### config.mk
export PLATFORM = sky130hd
export DESIGN_NAME = sps_match_ctrl
export DESIGN_NICKNAME = d
export VERILOG_FILES = /design/src/rtl/sps_match_ctrl.sv
export SDC_FILE = /design/constraint.sdc
export NUM_CORES = 1
export LEC_CHECK = 0
export CAP_MARGIN = 20
export CORE_MARGIN = 1
export CORE_UTILIZATION = 56
export CTS_CLUSTER_DIAMETER = 100
export DETAILED_ROUTE_END_ITERATION = 10
export PLACE_DENSITY = 0.83
export SLEW_MARGIN = 20
export SYNTH_ARGS = -nofsm -noshare
export SYNTH_HDL_FRONTEND = slang
export SYNTH_SLANG_ARGS = --single-unit
### constraint.sdc
create_clock -name clk -period 6.72 [get_ports clk]
set_clock_uncertainty 0.2 [all_clocks]
set_input_delay 1.68 -clock clk [delete_from_list [all_inputs] [get_ports clk]]
set_output_delay 1.68 -clock clk [all_outputs]
set_load 0.005 [all_outputs]
### src/rtl/sps_match_ctrl.sv
// Stone-paper-scissors match sequencer.
// Collects two moves, launches the round core, tallies a best-of-N match.
module sps_match_ctrl #(
  parameter int WIN_ROUNDS  = 2,
  parameter int MAX_ROUNDS  = 9,
  parameter int TIMEOUT_CYC = 255,
  parameter int CNT_W       = 4
) (
  input  logic             clk,
  input  logic             rst,
  input  logic             match_start,
  input  logic             p1_valid,
  input  logic [1:0]       p1_move,
  output logic             p1_ready,
  input  logic             p2_valid,
  input  logic [1:0]       p2_move,
  output logic             p2_ready,
  output logic             core_start,
  output logic [1:0]       core_p1,
  output logic [1:0]       core_p2,
  input  logic             core_done,
  input  logic [1:0]       core_result,
  output logic [CNT_W-1:0] score1,
  output logic [CNT_W-1:0] score2,
  output logic [CNT_W-1:0] round_cnt,
  output logic             busy,
  output logic             match_done,
  output logic [1:0]       match_winner
);

  localparam int TW = $clog2(TIMEOUT_CYC + 1);
  localparam logic [TW-1:0] T_LAST = TW'(TIMEOUT_CYC - 1);
  localparam logic [CNT_W-1:0] WIN_N = CNT_W'(WIN_ROUNDS);
  localparam logic [CNT_W-1:0] MAX_N = CNT_W'(MAX_ROUNDS);
  localparam logic [CNT_W-1:0] ONE = CNT_W'(1);

  typedef enum logic [2:0] {
    S_IDLE,
    S_COLLECT,
    S_LAUNCH,
    S_WAIT,
    S_FORFEIT,
    S_SCORE,
    S_DONE
  } state_t;

  state_t state, state_nxt;

  logic          p1_got, p2_got;
  logic          p1_fire, p2_fire;
  logic          p1_have, p2_have;
  logic [TW-1:0] timer;
  logic [1:0]    pt, pt_nxt;
  logic [CNT_W-1:0] s1_nxt, s2_nxt, rc_nxt;
  logic          over;
  logic [1:0]    win_nxt;

  assign p1_ready   = (state == S_COLLECT) && !p1_got;
  assign p2_ready   = (state == S_COLLECT) && !p2_got;
  assign p1_fire    = p1_valid && p1_ready;
  assign p2_fire    = p2_valid && p2_ready;
  assign p1_have    = p1_got || p1_fire;
  assign p2_have    = p2_got || p2_fire;
  assign core_start = (state == S_LAUNCH);
  assign busy       = (state != S_IDLE) && (state != S_DONE);
  assign match_done = (state == S_DONE);

  // State register
  always_ff @(posedge clk or posedge rst) begin
    if (rst) state <= S_IDLE;
    else     state <= state_nxt;
  end

  // Next state plus end-of-round score arithmetic
  always_comb begin
    state_nxt = state;
    s1_nxt    = score1 + CNT_W'(pt[0]);
    s2_nxt    = score2 + CNT_W'(pt[1]);
    rc_nxt    = round_cnt + ONE;
    over      = (s1_nxt == WIN_N) || (s2_nxt == WIN_N) ||
                (rc_nxt == MAX_N);
    win_nxt   = 2'b00;
    unique case (1'b1)
      (s1_nxt > s2_nxt): win_nxt = 2'b01;
      (s2_nxt > s1_nxt): win_nxt = 2'b10;
      default:           win_nxt = 2'b00;
    endcase
    case (state)
      S_IDLE, S_DONE: begin
        if (match_start) state_nxt = S_COLLECT;
      end
      S_COLLECT: begin
        if (p1_have && p2_have)   state_nxt = S_LAUNCH;
        else if (timer == T_LAST) state_nxt = S_FORFEIT;
      end
      S_LAUNCH:  state_nxt = S_WAIT;
      S_WAIT: begin
        if (core_done) state_nxt = S_SCORE;
      end
      S_FORFEIT: state_nxt = S_SCORE;
      S_SCORE:   state_nxt = over ? S_DONE : S_COLLECT;
      default:   state_nxt = S_IDLE;
    endcase
  end

  // Round point: bit0 for p1, bit1 for p2
  always_comb begin
    pt_nxt = 2'b00;
    if (state == S_FORFEIT) begin
      pt_nxt = {p2_got && !p1_got, p1_got && !p2_got};
    end else begin
      unique case (1'b1)
        (core_result == 2'b01): pt_nxt = 2'b01;
        (core_result == 2'b10): pt_nxt = 2'b10;
        (core_result == 2'b11 && core_p1 == 2'd3 &&
         core_p2 != 2'd3):      pt_nxt = 2'b10;
        (core_result == 2'b11 && core_p2 == 2'd3 &&
         core_p1 != 2'd3):      pt_nxt = 2'b01;
        default:                pt_nxt = 2'b00;
      endcase
    end
  end

  // Captures, timer, scores and match result
  always_ff @(posedge clk or posedge rst) begin
    if (rst) begin
      p1_got       <= 1'b0;
      p2_got       <= 1'b0;
      timer        <= '0;
      core_p1      <= 2'd0;
      core_p2      <= 2'd0;
      pt           <= 2'b00;
      score1       <= '0;
      score2       <= '0;
      round_cnt    <= '0;
      match_winner <= 2'b00;
    end else begin
      if ((state == S_IDLE || state == S_DONE) && match_start) begin
        score1       <= '0;
        score2       <= '0;
        round_cnt    <= '0;
        match_winner <= 2'b00;
        p1_got       <= 1'b0;
        p2_got       <= 1'b0;
        timer        <= '0;
        pt           <= 2'b00;
      end
      if (state == S_COLLECT) begin
        timer <= timer + TW'(1);
        if (p1_fire) begin
          p1_got  <= 1'b1;
          core_p1 <= p1_move;
        end
        if (p2_fire) begin
          p2_got  <= 1'b1;
          core_p2 <= p2_move;
        end
      end
      if ((state == S_WAIT && core_done) || state == S_FORFEIT)
        pt <= pt_nxt;
      if (state == S_SCORE) begin
        score1    <= s1_nxt;
        score2    <= s2_nxt;
        round_cnt <= rc_nxt;
        p1_got    <= 1'b0;
        p2_got    <= 1'b0;
        timer     <= '0;
        if (over) match_winner <= win_nxt;
      end
    end
  end

endmodule

## Yosys cells after proc, flatten, opt, wreduce, memory -nomap -nowiden

Index checks and enable logic that the tools add are counted.

- Input port bits: 12
- Register bits: 33
- Output and inout port bits: 23
- Word-level logic and storage cells: 100

- Reduce and logical (&&, ||, !) cells: 33
- Eq/ne operators: 21
- Magnitude comparators: 2
- Multiplexer cells: 29
- $add $sub $neg: 4

Operator list:

| operator | count |
|---|---|
| 2-to-1 mux 8 bit | 3 |
| one-hot mux 3 bit (6 select lines) | 1 |
| 2-to-1 mux 4 bit | 4 |
| 2-to-1 mux 3 bit | 5 |
| logical AND 1 bit | 14 |
| 2-to-1 mux 2 bit | 6 |
| == test 3 bit, second input constant | 3 |
| adder 4 x 1 -> 4 bit | 2 |
| adder 8 x 1 -> 8 bit, second input constant | 1 |
| == test 2 bit, second input constant | 4 |
| == test 4 x 2 -> 1 bit, second input constant | 2 |
| == test 8 bit, second input constant | 1 |
| greater-than comparator 4 bit | 2 |
| 2-to-1 mux 1 bit | 8 |
| != test 2 bit, second input constant | 4 |
| one-hot mux 2 bit (2 select lines) | 2 |
| == test 3 x 2 -> 1 bit, second input constant | 2 |
| logical OR 1 bit | 6 |
| nonzero test 3 bit | 2 |
| OR reduction 2 bit | 3 |
| adder 4 x 1 -> 4 bit, second input constant | 1 |
| == test 4 bit, second input constant | 1 |
| AND reduction 2 bit | 2 |
| nonzero test 2 bit | 2 |
| 7 further kinds | 8 |

## Logic depth before layout (Yosys ltp)

- Word-level depth: 7
- Mapped depth: 9
- Gate-level depth less buffers: 9

## Worst setup path before layout

OpenSTA, ideal clock, no wires.

- Path kind: register -> output
- Start: register state[1]
- End: output busy
- Data arrival time: 0.917 ns
- Slack: 3.923 ns
- Cell stages (with the launch flop): 5
- Path buffers: 1
- Data required time: 4.840 ns
- Path through: dfrtp_1 -> buf_4 -> nor2b_1 -> nor3_2 -> inv_2

- Cells in the longest elaborated chain, start to end: 2
- Elaborated cells between the ends (all ways): 3
- Classes of those cells: eq/ne (1); reduce/logical (2)

Ends and longest elaborated chain:

| item | line | source |
|---|---|---|
| start: declaration | 47 | `state_t state, state_nxt;` |
| start signal: assignment | 71 | `else state <= state_nxt;` |
| != test 3 bit or nonzero test 3 bit (tied branches) | 65 | `assign busy = (state != S_IDLE) && (state != S_DONE);` |
| logical AND 1 bit (*) | 65 |  |
| end: declaration | 26 | `output logic busy,` |

Mark *: on every way between the ends. The rest lies on a longest branch, timed or not.

## Worst setup path after layout

Same ends and word-level chain as after synthesis.

==> flow_summary.ini <==
[run_status]
status = completed

[worst_setup_path]
cp-start-kind = register
path_buf_inv = 2
crit_type = reg2out
cp_top_family = flip-flops
critPathMaxStageDelay_ps = 690
required_ps = 4840
critPathLaunch = state[1]
cpMaxStageDelayCell = dfrtp_1
critPathMaxFanout = 14
cp.arrival_ps = 2040
crit_chain = and2b_1, nor3_2, inv_2, clkdlybuf4s50_1
r2r-start = score1[0]
end_kind = output pin

[logic_synthesis]
postSynthCellCount = 208
yosysMostFrequentCell = dfrtp_1
async_flop_share_pct = 100
synth_fp_nets = 232
synth_seq_cells = 33
ys_seq_area_share_pct = 42.0
yosys.area.top_type_share_pct = 42.0
synth_area_leaders = dfrtp_1 42%, ha_1 7.6%, o21ai_0 5.3%
synth.cell_area_mm2 = 0.00197
synth.distinct_cells = 49
synth_common_cells = 33 x dfrtp_1, 25 x nand2_1, 21 x o21ai_0
syn_avg_cell_area_um2 = 9.46
synth_enable_flop_cells = 0
synth-main-ff-cell = dfrtp_1
yosys_warnings = 0
yosysTopAreaCell = dfrtp_1

[route]
wire_per_inst_um = 14.1
wl_um = 4140
drt_first_pass_iters = 4
drc = 0
vias = 1675
drt-vias-per-instance = 5.72
drt_iter0_markers = 115
ant_nets = 0

[finish]
design_area_mm2 = 0.00240
fin_nets = 271
drive_gt1_share_pct = 10.9
num_antenna_cells = 0
n_fill_cell = 271
area_growth_pct = 22.1

[clocking]
cts_root_buf = clkbuf_4
cts_tree = yes
cts_setup_buffers = 0
clk_pin_slew_worst_paths_ps = 90
clock_latency_ps = 340
cts.sinks = 33
ctsResizeCount = 0
cts_buffers = 5
clk_path_buf_depth = 2
h-tree-depth = 2
ctsHoldBuffers = 0

[flow_run]
cap_violations = 0

[die]
core_area_mm2 = 0.00336
ios = 35
die_area_mm2 = 0.00375
core.rowCount = 21
initial_utilization_pct = 58.5
chipHeight_um = 61.3
die_w_um = 61.3

[global_route]
grt.total_usage_pct = 25.1
grt_pass1_vias = 1516
grt.busiest_layer = met2
antenna_found_initial = 0
met3_usage_pct = 6.30
use_met1_pct = 32.4
grt_pass1_wl_um = 6820
use_met2_pct = 41.3
grt_max_degree = 34
grt.overflow.total = 0

[min_path]
min_from = timer[7]
min_path_type = reg2reg

[place]
place.gp.congestion = 0.817
dp.final_hpwl_um = 3020
dpl-instance-area_mm2 = 0.00235
portBuffers = 34

[sta]
relSlewSlack_pct = 64.1
maxClockFrequency_ghz = 0.255
worst_hold_slack_ps = 307
final_max_slew_viol_count = 0
period_needed_ps = 3920
hold_violations = 0
setup_viol = 0
worst_pin_slew_ps = 539
finalSetupTns_ps = 0
rsz0062_at_grt = false
min_period_over_period_pct = 58.3

[pwr]
vdd_drop_max_mv = 0.234
power_leakage_nw = 1.06
power_uw = 909
power_density_mw_per_mm2 = 379
-- flip-flops by register name, indices dropped and copies added, names as in the netlist --
name	flops
score1	4
pt	2
match_winner	2
score2	4
round_cnt	4
timer	8
p1_got	1
core_p1	2
p2_got	1
core_p2	2
state	3
-- through the flow --
step	util [%]	std cells	setup WS, ps
after floorplan	-	208	3920
after global placement	69.8	286	3240
after detailed placement	69.8	286	3180
after CTS	71.4	293	2820
after global routing	71.4	293	2700
final	71.4	293	2800
-- layer usage --
| metal | vias up | share of wire, % |
|---|---|---|
| li1 | 829 | - |
| met1 | 794 | 46 |
| met2 | 45 | 48 |
| met3 | 7 | 4.2 |
| met4 | 0 | 1.3 |
| met5 | - | 0 |
-- layout by cell type (no fill, tap or decap), types with 3 or more instances in the layout --
| cell | count |
|---|---|
| inv_1 | 12 |
| nand4_1 | 5 |
| nand2b_1 | 3 |
| o21ai_0 | 21 |
| a22o_1 | 4 |
| nor2_1 | 14 |
| o21a_1 | 3 |
| nand2_1 | 25 |
| nand3_1 | 5 |
| clkbuf_4 | 5 |
| mux2_2 | 4 |
| ha_1 | 12 |
| dfrtp_1 | 33 |
| a31oi_1 | 7 |
| a21oi_1 | 7 |
| o21ai_1 | 5 |
| xor2_1 | 3 |
| inv_2 | 3 |
| o211ai_1 | 3 |
| clkdlybuf4s50_1 | 34 |
-- layout make-up --
class	instances	area, um2	area share [%]
Multi-Input combinational cell	157	1060	44.1
Sequential cell	33	826	34.4
Timing Repair Buffer	35	348	14.5
Tap cell	46	57.6	2.40
Inverter	15	56.3	2.34
Clock buffer	7	55.1	2.29
-- power breakdown --
group | internal, mW | switching, mW
Combinational | 0.223 | 0.235
Sequential | 0.256 | 0.0822
Clock | 0.0493 | 0.0630
-- path summary, 6_finish.rpt --
check / cells after the start / slack, ps / endpoint
worst max-delay path: 4 / 2800 / busy
worst min-delay path: 1 / 310 / timer[7]
worst max register to register: 8 / 4250 / match_winner[0]
worst min register to register: 1 / 310 / timer[7]
max in group asynchronous: 3 / 4480 / timer[3]
min in group asynchronous: 3 / 1520 / score1[2]
-- cells by family (layout without fill, tap and decap cells) --
group | after synthesis | after routing | synth area share [%]
compound gates | 65 | 65 | 22.0
xor+xnor | 4 | 4 | 1.78
fa+ha+maj | 12 | 12 | 7.63
buf+inv | 18 | 57 | 4.20
flops | 33 | 33 | 42.0
mux | 6 | 6 | 3.31
simple gates | 70 | 70 | 19.1
Power figures use the tool's default switching activity.
